==> src/rtl/pixel_array_sequencer.sv <==
// Frame controller for the pixel array: erase -> expose -> convert -> row readout.
// Latency: START edge k -> FRAME_DONE after edge k+ERASE+EXP+2**CW+ROWS*RRC; no backpressure, START ignored while busy.
module pixel_array_sequencer #(
    parameter int COUNTER_WIDTH   = 8,
    parameter int NUM_ROWS        = 2,
    parameter int ERASE_CYCLES    = 5,
    parameter int EXPOSE_WIDTH    = 16,
    parameter int READ_ROW_CYCLES = 1
) (
    input  logic                     SYSTEM_CLK,
    input  logic                     RESET,
    input  logic                     START,
    input  logic                     ABORT,
    input  logic                     CONTINUOUS,
    input  logic [EXPOSE_WIDTH-1:0]  EXPOSE_CYCLES,
    output logic                     ERASE,
    output logic                     EXPOSE,
    output logic                     CONVERT,
    output logic                     COUNTER_RESET,
    output logic [COUNTER_WIDTH-1:0] COUNTER_VALUE,
    output logic                     WRITE_ENABLE,
    output logic                     READ_ENABLE,
    output logic [((NUM_ROWS > 1) ? $clog2(NUM_ROWS) : 1)-1:0] READ_ROW,
    output logic                     BUSY,
    output logic                     FRAME_DONE
);

    localparam int ROW_W    = (NUM_ROWS > 1) ? $clog2(NUM_ROWS) : 1;
    localparam int ERASE_W  = $clog2(ERASE_CYCLES + 1);
    localparam int RRC_W    = $clog2(READ_ROW_CYCLES + 1);
    localparam int PHASE_W0 = (ERASE_W > EXPOSE_WIDTH) ? ERASE_W : EXPOSE_WIDTH;
    localparam int PHASE_W  = (RRC_W > PHASE_W0) ? RRC_W : PHASE_W0;

    localparam logic [PHASE_W-1:0] ERASE_LAST = PHASE_W'(ERASE_CYCLES - 1);
    localparam logic [PHASE_W-1:0] RRC_LAST   = PHASE_W'(READ_ROW_CYCLES - 1);
    localparam logic [ROW_W-1:0]   ROW_LAST   = ROW_W'(NUM_ROWS - 1);

    typedef enum logic [2:0] {
        S_IDLE, S_ERASE, S_EXPOSE, S_CONVERT, S_READ, S_DONE
    } state_t;

    state_t                   state_q, state_d;
    logic [PHASE_W-1:0]       phase_q, phase_d;
    logic [EXPOSE_WIDTH-1:0]  exp_q, exp_d;
    logic [COUNTER_WIDTH-1:0] cnt_q, cnt_d;
    logic [ROW_W-1:0]         row_q, row_d;

    logic erase_q, erase_d;
    logic expose_q, expose_d;
    logic convert_q, convert_d;
    logic write_enable_q, write_enable_d;
    logic read_enable_q, read_enable_d;
    logic busy_q, busy_d;
    logic frame_done_q, frame_done_d;

    logic [EXPOSE_WIDTH-1:0] exp_in;
    logic [EXPOSE_WIDTH-1:0] exp_last;

    // A zero exposure request still gets one EXPOSE cycle.
    assign exp_in   = (EXPOSE_CYCLES == '0) ? EXPOSE_WIDTH'(1) : EXPOSE_CYCLES;
    assign exp_last = exp_q - EXPOSE_WIDTH'(1);

    always_comb begin
        state_d = state_q;
        phase_d = phase_q;
        exp_d   = exp_q;
        cnt_d   = cnt_q;
        row_d   = row_q;
        case (state_q)
            S_IDLE: begin
                if (START) begin
                    state_d = S_ERASE;
                    phase_d = '0;
                    exp_d   = exp_in;
                    cnt_d   = '0;
                end
            end
            S_ERASE: begin
                cnt_d = '0;
                if (phase_q == ERASE_LAST) begin
                    state_d = S_EXPOSE;
                    phase_d = '0;
                end else begin
                    phase_d = phase_q + PHASE_W'(1);
                end
            end
            S_EXPOSE: begin
                if (phase_q == PHASE_W'(exp_last)) begin
                    state_d = S_CONVERT;
                    phase_d = '0;
                end else begin
                    phase_d = phase_q + PHASE_W'(1);
                end
            end
            S_CONVERT: begin
                // Counter saturates at its maximum; that value is what the pixels hold.
                if (cnt_q == '1) begin
                    state_d = S_READ;
                    phase_d = '0;
                    row_d   = '0;
                end else begin
                    cnt_d = cnt_q + COUNTER_WIDTH'(1);
                end
            end
            S_READ: begin
                if (phase_q == RRC_LAST) begin
                    phase_d = '0;
                    if (row_q == ROW_LAST) begin
                        state_d = S_DONE;
                        row_d   = '0;
                    end else begin
                        row_d = row_q + ROW_W'(1);
                    end
                end else begin
                    phase_d = phase_q + PHASE_W'(1);
                end
            end
            S_DONE: begin
                if (CONTINUOUS) begin
                    state_d = S_ERASE;
                    phase_d = '0;
                    exp_d   = exp_in;
                    cnt_d   = '0;
                end else begin
                    state_d = S_IDLE;
                end
            end
            default: state_d = S_IDLE;
        endcase

        // Abort overrides every transition, including a START seen in IDLE.
        if (ABORT) begin
            state_d = S_IDLE;
            phase_d = '0;
            exp_d   = exp_q;
            if (state_q != S_IDLE) begin
                cnt_d = '0;
                row_d = '0;
            end
        end

        erase_d        = (state_d == S_ERASE);
        expose_d       = (state_d == S_EXPOSE);
        convert_d      = (state_d == S_CONVERT);
        read_enable_d  = (state_d == S_READ);
        frame_done_d   = (state_d == S_DONE);
        busy_d         = (state_d != S_IDLE);
        write_enable_d = !((state_d == S_READ) || (state_d == S_DONE));
    end

    always_ff @(posedge SYSTEM_CLK or posedge RESET) begin
        if (RESET) begin
            state_q        <= S_IDLE;
            phase_q        <= '0;
            exp_q          <= '0;
            cnt_q          <= '0;
            row_q          <= '0;
            erase_q        <= 1'b0;
            expose_q       <= 1'b0;
            convert_q      <= 1'b0;
            write_enable_q <= 1'b1;
            read_enable_q  <= 1'b0;
            busy_q         <= 1'b0;
            frame_done_q   <= 1'b0;
        end else begin
            state_q        <= state_d;
            phase_q        <= phase_d;
            exp_q          <= exp_d;
            cnt_q          <= cnt_d;
            row_q          <= row_d;
            erase_q        <= erase_d;
            expose_q       <= expose_d;
            convert_q      <= convert_d;
            write_enable_q <= write_enable_d;
            read_enable_q  <= read_enable_d;
            busy_q         <= busy_d;
            frame_done_q   <= frame_done_d;
        end
    end

    assign ERASE         = erase_q;
    assign COUNTER_RESET = erase_q;
    assign EXPOSE        = expose_q;
    assign CONVERT       = convert_q;
    assign COUNTER_VALUE = cnt_q;
    assign WRITE_ENABLE  = write_enable_q;
    assign READ_ENABLE   = read_enable_q;
    assign READ_ROW      = row_q;
    assign BUSY          = busy_q;
    assign FRAME_DONE    = frame_done_q;

endmodule
==> config.mk <==
export PLATFORM = sky130hd
export DESIGN_NAME = pixel_array_sequencer
export DESIGN_NICKNAME = d
export VERILOG_FILES = /design/src/rtl/pixel_array_sequencer.sv
export SDC_FILE = /design/constraint.sdc
export NUM_CORES = 1
export LEC_CHECK = 0
export BUFFER_PORTS_ARGS = -buffer_cell sky130_fd_sc_hd__buf_2
export CAP_MARGIN = 15
export CELL_PAD_IN_SITES_DETAIL_PLACEMENT = 0
export CELL_PAD_IN_SITES_GLOBAL_PLACEMENT = 1
export CORE_ASPECT_RATIO = 0.9
export CORE_UTILIZATION = 45
export DETAILED_ROUTE_END_ITERATION = 8
export GPL_TIMING_DRIVEN = 0
export PLACE_DENSITY = 0.79
export SLEW_MARGIN = 10
export SYNTH_ARGS = -nofsm -noshare
export SYNTH_HDL_FRONTEND = slang
export SYNTH_SLANG_ARGS = --single-unit
==> constraint.sdc <==
create_clock -name SYSTEM_CLK -period 3.57 [get_ports SYSTEM_CLK]
set_input_delay 0.357 -clock SYSTEM_CLK [delete_from_list [all_inputs] [get_ports SYSTEM_CLK]]
set_output_delay 0.357 -clock SYSTEM_CLK [all_outputs]
set_load 0.1 [all_outputs]
==> results of run 1 <==
[registers in the layout, summed over array words and instances (netlist names)]
signal	flops
state_q	3
exp_q	16
WRITE_ENABLE	1
READ_ROW	1
READ_ENABLE	1
FRAME_DONE	1
COUNTER_VALUE	8
COUNTER_RESET	1
EXPOSE	1
phase_q	16
CONVERT	1
BUSY	1
[cell usage after synthesis, drive strengths merged (2+ instances only)]
library cell	instances	area, sq um
and4b	2	20.0
xor2	5	43.8
xnor2	12	105
a211oi	6	50.1
nand3b	2	15.0
nand4	3	18.8
nor3	8	50.1
or3	5	31.3
and2	5	31.3
nor2	37	139
nor4b	2	17.5
a221oi	2	17.5
or4	4	37.5
mux2	16	180
a311oi	6	58.8
buf	7	43.8
nand2	27	109
nand2b	12	75.1
o21ai	22	114
nand3	12	60.1
nor2b	4	25.0
ha	4	50.1
or2	2	12.5
o31a	2	17.5
a31o	2	17.5
mux2i	2	20.0
and4	3	26.3
o2bb2ai	11	96.3
clkbuf	13	48.8
and3	12	75.1
a22oi	4	43.8
a21o	12	90.1
dfrtp	50	1250
nor4	10	83.8
nand4b	2	17.5
inv	13	48.8
a31oi	3	18.8
a21oi	11	62.6
[final cells by class]
type / count / area [sq um] / area share, %
multi-input cells: 283 / 1930 / 51.5
clock inverters: 3 / 15.0 / 0.400
repair buffers: 37 / 200 / 5.34
flip-flops and latches: 51 / 1280 / 34.1
inverters: 13 / 48.8 / 1.30
clock buffers: 5 / 68.8 / 1.83
well taps: 93 / 116 / 3.10
plain buffers: 20 / 92.6 / 2.47
[metrics by stage]
step | setup slack, ns | std cells | utilization [%]
CTS | 0.421 | 505 | 52.7
detailed placement | 0.446 | 497 | 51.6
floorplan | 0.644 | 367 | -
global placement | 0.470 | 496 | 51.3
finish | 0.424 | 505 | 52.7
global route | 0.207 | 505 | 52.7
[cell usage in the layout, fill, tap and decap left out, drive strengths merged, types with 10 or more instances in the layout]
master,synthesis,routed
dfrtp,50,50
buf,7,44
nor2,37,37
nand2,27,27
o21ai,22,22
clkbuf,13,18
mux2,16,16
inv,13,13
xnor2,12,12
nand3,12,12
nand2b,12,12
a21o,12,12
and3,12,12
o2bb2ai,11,11
a21oi,11,11
nor4,10,10
[routing by layer]
layer / routed length (um) / vias to the layer above / global-route usage (%) / part of all wire [%]
li1: - / 1438 / - / -
met1: 4090 / 1416 / 31.2 / 52
met2: 3540 / 52 / 33.3 / 45
met3: 206 / 8 / 3.19 / 2.6
met4: 95 / 0 / 6.43 / 1.2
met5: 0 / - / 0 / 0
[logic make-up (layout without fill, tap and decap cells)]
group | count (synthesis) | count (layout)
and+or+nand+nor | 154 | 154
buffers and inverters | 33 | 78
AOI/OAI and AO/OA | 90 | 90
muxes | 18 | 18
adders and majority gates | 4 | 4
xor gates and xnor gates | 17 | 17
DFF | 51 | 51
[worst paths after layout]
path,endpoint,slack (ns),startpoint
setup / recovery,phase_q[12],0.42,exp_q[0]
hold / removal,COUNTER_VALUE[2],0.04,RESET
setup reg to reg,phase_q[12],0.42,exp_q[0]
hold reg to reg,exp_q[15],0.54,exp_q[15]
max in group asynchronous,WRITE_ENABLE,2.94,RESET
min in group SYSTEM_CLK,exp_q[3],0.29,EXPOSE_CYCLES[3]
[power by group]
group | total (mW) | switching, mW | leakage [nW] | internal [mW]
Sequential | 0.701 | 0.0763 | 0.668 | 0.624
Clock | 0.333 | 0.198 | 0.0477 | 0.135
Combinational | 0.332 | 0.180 | 0.963 | 0.151
==> impl_metrics.tcl, run 1 <==
set metrics [dict create \
    h-tree-depth 2 \
    fin_area_sq_um 3750 \
    worstPathRequired_ns 3.77 \
    core_area_sq_um 7110 \
    grt_max_degree 32 \
    clk_pin_slew_ns 0.10 \
    critPathMaxStageDelay_ns 0.43 \
    rows 29 \
    post_cts_resized 0 \
    cts_root_buffer "clkbuf_8" \
    die-area_sq_um 7800 \
    worst-path-stages 12 \
    synthXorXnorAreaFrac_pct 4.44 \
    drive_gt1_share_pct 21.4 \
    worstPathMaxFanout 10 \
    crit_path_top_delay_cell "dfrtp_1" \
    worst_hold_slack_ns 0.0410 \
    synth_compound_area_share_pct 20.0 \
    peakVddDrop_mv 0.235 \
    area_delta_synth_final_pct 11.9 \
    synth-seq-area-share_pct 38.1 \
    syn_area_sq_um 3350 \
    status "finished, final reports clean" \
    r2r_cells 12 \
    nets 436 \
    clkSinkCount 51 \
    num-fill-cells 682 \
    powerDensity_nw_per_um2 364 \
    final-hold-violation-count 0 \
    setup_tns_ns 0 \
    leakage_nw 1.68 \
    wirelength_mm 7.93 \
    critPathArrivalTime_ns 3.35 \
    synth_top_family_by_area "simple AND/OR/NAND/NOR gates" \
    synthCells 367 \
    yosysWarnings 0 \
    insertion_delay_ns 0.31 \
    crit_chain "inv_1 -> ha_1 -> or4b_1 -> buf_2 -> nor4_4 -> mux2_1 -> a21oi_1 -> o2111a_2 -> nand2_4 -> a21oi_2 -> buf_4 -> o2bb2ai_1" \
    die_w_um 93.0 \
    cts_buffers 5 \
    diodes 0 \
    end_kind "flip-flop" \
    total_power_mw 1.37 \
    skew_ns 0.00911 \
    clk_path_buf_depth 2 \
    io_buffers 36 \
    grt_first_pass_wirelength_mm 13.3 \
    ys_types 65 \
    synth_edf_count 0 \
    postCtsSetupRepairBufs 0 \
    cp_num_buf_inv 3 \
    place_congestion 0.822 \
    grt_pass1_vias 2774 \
    drtPass1Iterations 4 \
    initialDrtViolationCount 78 \
    relSlewSlack_pct 56.8 \
    ant_nets 0 \
    die_y_um 83.9 \
    fmax_ghz 0.318 \
    crit_path_start_kind "flip-flop" \
    hp-class "in -> async" \
    cts_tree "yes" \
    initial_core_util_pct 47.1 \
    detailed_place_hpwl_mm 5.89 \
    syn-num-nets 392 \
    worstMarginPinSlew_ns 0.643 \
    vias 2914 \
    finalSetupViolations 0 \
    worst-setup-path-type "reg -> reg" \
    fin_crit_sh_pct 88.1 \
    yosys.area_share.simple_pct 25.8 \
    syn_area_per_cell_sq_um 9.13 \
    drv_slew 0 \
    rsz0062_at_grt "no" \
    ys.flop_type "dfrtp_1" \
    antenna_found_initial 0 \
    wire_per_inst_um 15.7 \
    vias_per_cell 5.77 \
    period_minus_slack_ns 3.15 \
    grt_use_total_pct 21.6 \
    place_area_sq_um 3670 \
    async_flop_share_pct 100 \
    ys_ff_latch 51 \
    pin_count 38 \
    cpLargestDelayFamily "compound AO/OA/AOI/OAI gates" \
    cap_viol_max_count 0 \
    muxShareOfSynthArea_pct 5.97 \
    drc 0 \
    cts_hold_buf 0 \
    synthAdderAreaFrac_pct 1.49 \
    overflow 0 \
]
(Power assumes the default switching activity.)
==> run 2: changes to the inputs <==
- RECOVER_POWER: default -> 25
==> run 2 against run 1 <==
Effect of this change:
- the flow now finishes with violations (max-capacitance violations, max-slew violations)
- via count is essentially flat
- sequential share of layout area increased by 0.15 points
- non-clock buffer count unchanged
- setup slack gained 0.00055 ns
- die area is the same
- maximum frequency about the same
- largest power group unchanged
- clock skew barely moved
- design area shrank 0.43%
- clock power about the same
- core utilization fell by 0.23 points
- routed wire length hardly changed
- critical endpoint unchanged
==> impl_metrics.tcl, run 2 (synthesis gave the netlist of run 1 again) <==
set metrics [dict create \
    cts_buffers 5 \
    ant_nets 0 \
    io_buffers 36 \
    diodes 0 \
    drtPass1Iterations 4 \
    period_minus_slack_ns 3.15 \
    wire_per_inst_um 15.7 \
    leakage_nw 1.67 \
    skew_ns 0.00864 \
    fmax_ghz 0.318 \
    num-fill-cells 684 \
    cap_viol_max_count 1 \
    place_congestion 0.822 \
    h-tree-depth 2 \
    vias 2916 \
    cts_root_buffer "clkbuf_8" \
    finalSetupViolations 0 \
    fin_crit_sh_pct 88.1 \
    initial_core_util_pct 47.1 \
    final_cell_mix "dfrtp_1, buf_2, nor2_1" \
    setup_tns_ns 0 \
    peakVddDrop_mv 0.235 \
    grt_use_total_pct 21.6 \
    critPathArrivalTime_ns 3.35 \
    drc 0 \
    die_w_um 93.0 \
    die-area_sq_um 7800 \
    core_area_sq_um 7110 \
    clk_pin_slew_ns 0.09 \
    rsz0062_at_grt "no" \
    antenna_found_initial 0 \
    pre_cts_ws_ns 0.446 \
    setup_slack_ns 0.424 \
    rows 29 \
    final-hold-violation-count 0 \
    vias_per_cell 5.77 \
    initialDrtViolationCount 93 \
    end_kind "flip-flop" \
    hp-class "in -> async" \
    die_y_um 83.9 \
    grt_first_pass_wirelength_mm 13.3 \
    grt_pass1_vias 2774 \
    relSlewSlack_pct -15.6 \
    nets 436 \
    powerDensity_nw_per_um2 365 \
    clk_path_buf_depth 2 \
    wirelength_mm 7.93 \
    post_cts_resized 0 \
    cts_tree "yes" \
    insertion_delay_ns 0.31 \
    overflow 0 \
    drive_gt1_share_pct 20.9 \
    detailed_place_hpwl_mm 5.89 \
    worst-setup-path-type "reg -> reg" \
    worstPathRequired_ns 3.77 \
    seqCellArea_sq_um 1280 \
    violations "max-capacitance violations, max-slew violations" \
    cts_hold_buf 0 \
    worstPathMaxFanout 10 \
    pin_count 38 \
    grt_max_degree 32 \
    crit_path_start_kind "flip-flop" \
    status "finished, violations left" \
    postCtsSetupRepairBufs 0 \
    worstMarginPinSlew_ns 1.73 \
    final_common_cell "dfrtp_1" \
    area_delta_synth_final_pct 11.5 \
    multi_input_comb_area_sq_um 1930 \
    clkSinkCount 51 \
    drv_slew 32 \
]
-- run 2: cell count changes in the layout (fill, tap and decap cells not counted) --
cell | previous run | this run
inv_2 | 1 | 0
buf_12 | 1 | 0
clkbuf_1 | 13 | 14
inv_1 | 12 | 13
-- run 2: path summary, 6_finish.rpt --
| path | startpoint | end | slack [ns] | cells after the start |
|---|---|---|---|---|
| max | exp_q[0] | phase_q[12] | 0.42 | 12 |
| min | RESET | COUNTER_VALUE[2] | 0.16 | 2 |
| max reg2reg | exp_q[0] | phase_q[12] | 0.42 | 12 |
| min reg2reg | exp_q[15] | exp_q[15] | 0.54 | 1 |
| max in group asynchronous | RESET | phase_q[4] | 1.35 | 3 |
| min in group SYSTEM_CLK | EXPOSE_CYCLES[3] | exp_q[3] | 0.29 | 2 |
-- run 2: where the power goes --
group          internal, mW  switching, mW  total, mW
sequential            0.624         0.0763      0.701
clock                 0.135          0.197      0.332
combinational         0.149          0.180      0.329
total                 0.908          0.453       1.36
-- run 2: critical path, cell delays in order, from the launching register on --
cell and delay, ns:
dfrtp_1 0.43, inv_1 0.10, ha_1 0.21, or4b_1 0.43, buf_2 0.18, nor4_4 0.22
mux2_1 0.35, a21oi_1 0.14, o2111a_2 0.28, nand2_4 0.09, a21oi_2 0.28, buf_4 0.24
o2bb2ai_1 0.08
-- run 2: final cells by class --
cell class / count / share of cell area (%)
timing repair buffer: 37 / 4.92
inverter: 13 / 1.31
clock inverter: 3 / 0.402
buffer: 20 / 2.48
clock buffer: 5 / 1.84
tap: 93 / 3.12
multi-input combinational: 283 / 51.7
sequential: 51 / 34.2
-- run 2: through the flow --
step,utilization (%),total power [mW],cell area [sq um],hold WS (ns),std cells
after floorplan,-,0.955,3350,0.501,367
after global placement,51.3,1.03,3650,0.517,496
after detailed placement,51.6,1.04,3670,0.389,497
after CTS,52.7,1.38,3750,0.0427,505
after global routing,52.5,1.44,3730,0.232,505
final,52.5,1.36,3730,0.163,505
-- run 2: per-layer routing --
layer	global-route usage (%)	routed length, um	vias up
met4	6.43	95	0
met3	3.19	242	8
li1	-	-	1433
met2	33.3	3560	56
met1	31.2	4030	1419
met5	0	0	-
==> run 3: changes to the inputs <==
- RECOVER_POWER: 25 -> 50
==> run 3 against run 2 <==
Effect of this change:
- the run still ends with max-capacitance violations, max-slew violations left
- critical path depth stayed put
- sequential share of layout area grew 0.080 points
- non-clock buffer count is the same
- critical endpoint unchanged
- largest cell class unchanged
- highest routed layer unchanged
==> impl_metrics.tcl, run 3 (synthesis gave the netlist of run 1 again) <==
set metrics [dict create \
    skew_ns 0.00846 \
    finalSetupViolations 0 \
    cts_tree "yes" \
    overflow 0 \
    leakage_nw 1.64 \
    detailed_place_hpwl_mm 5.89 \
    worst-setup-path-type "reg -> reg" \
    core_area_sq_um 7110 \
    cts_buffers 5 \
    rsz0062_at_grt "no" \
    grt_first_pass_wirelength_mm 13.3 \
    peakVddDrop_mv 0.235 \
    place_area_sq_um 3670 \
    hp-class "in -> async" \
    p_seq_share_pct 51.5 \
    place_congestion 0.822 \
    antenna_found_initial 0 \
    cts_hold_buf 0 \
    nets 436 \
    drtPass1Iterations 4 \
    crit_path_start_kind "flip-flop" \
    initial_core_util_pct 47.1 \
    clkSinkCount 51 \
    worstMarginPinSlew_ns 1.73 \
    fin_crit_sh_pct 88.1 \
    dp_cells 497 \
    status "finished, violations left" \
    cap_viol_max_count 1 \
    total_power_mw 1.36 \
    area_delta_synth_final_pct 11.2 \
    relSlewSlack_pct -15.4 \
    vias 2917 \
    vias_per_cell 5.78 \
    critPathArrivalTime_ns 3.35 \
    io_buffers 36 \
    drc 0 \
    post_cts_resized 0 \
    die_y_um 83.9 \
    p_sw_share_pct 33.3 \
    pre_cts_ws_ns 0.446 \
    period_minus_slack_ns 3.15 \
    end_kind "flip-flop" \
    diodes 0 \
    final_cells 505 \
    switchingPower_uw 453 \
    wirelength_mm 7.92 \
    worst_hold_slack_ns 0.163 \
    final_common_cell "dfrtp_1" \
    setup_slack_ns 0.424 \
    ant_nets 0 \
    setup_tns_ns 0 \
    drive_gt1_share_pct 19.2 \
    die-area_sq_um 7800 \
    final_core_util_pct 52.4 \
    p_clk_share_pct 24.4 \
    fmax_ghz 0.318 \
    final-hold-violation-count 0 \
    p_int_uw 908 \
    r2r_cells 12 \
    grt_max_degree 32 \
    fin_area_sq_um 3730 \
    initialDrtViolationCount 93 \
    cts_root_buffer "clkbuf_8" \
    clk_pin_slew_ns 0.09 \
    grt_use_total_pct 21.6 \
    postCtsSetupRepairBufs 0 \
    rows 29 \
    grt_pass1_vias 2774 \
    combPwrFrac_pct 24.1 \
    wire_per_inst_um 15.7 \
    die_w_um 93.0 \
    powerDensity_nw_per_um2 365 \
    clk_path_buf_depth 2 \
    worstPathRequired_ns 3.77 \
    h-tree-depth 2 \
    pin_count 38 \
    drv_slew 32 \
    insertion_delay_ns 0.31 \
    final_cell_mix "dfrtp_1, nor2_1, buf_2" \
    worstPathMaxFanout 10 \
    violations "max-capacitance violations, max-slew violations" \
]
==> run 3: cell types whose count changed in the layout (fill, tap and decap cells not counted) <==
cell | previous run | this run
buf_2 | 38 | 31
clkbuf_1 | 14 | 21
==> run 3: layer usage <==
metal / up-vias / global-route usage, % / share of wire [%]
met4: 0 / 6.43 / 1.2
met2: 58 / 33.3 / 45
li1: 1433 / - / -
met5: - / 0 / 0
met1: 1418 / 31.2 / 51
met3: 8 / 3.19 / 3.1
==> run 3: cell type report <==
class | instances | area (sq um)
fill | 687 | 3390
multi-input combinational | 283 | 1930
sequential | 51 | 1280
timing repair buffer | 37 | 175
tap | 93 | 116
buffer | 20 | 92.6
clock buffer | 5 | 68.8
inverter | 13 | 48.8
clock inverter | 3 | 15.0
==> run 3: worst paths after layout <==
check | from | end | slack (ns)
worst max-delay path | exp_q[0] | phase_q[12] | 0.42
worst min-delay path | RESET | COUNTER_VALUE[2] | 0.16
worst max register to register | exp_q[0] | phase_q[12] | 0.42
worst min register to register | exp_q[15] | exp_q[15] | 0.54
max in group asynchronous | RESET | phase_q[4] | 1.35
min in group SYSTEM_CLK | EXPOSE_CYCLES[3] | exp_q[3] | 0.29
==> run 3: worst max-delay path, stage by stage (launching register included) <==
cell and delay [ns]:
dfrtp_1 0.43, inv_1 0.10, ha_1 0.21, or4b_1 0.43
buf_2 0.18, nor4_4 0.22, mux2_1 0.35, a21oi_1 0.14
o2111a_2 0.28, nand2_4 0.09, a21oi_2 0.28, buf_4 0.24
o2bb2ai_1 0.08
==> run 3: power by group through the flow <==
stage / registers, mW / clock network, mW / logic, mW
finish: 0.701 / 0.331 / 0.329
CTS: 0.700 / 0.345 / 0.335
global placement: 0.708 / 0 / 0.323
floorplan: 0.703 / 0 / 0.252
global route: 0.710 / 0.365 / 0.367
detailed placement: 0.711 / 0 / 0.334
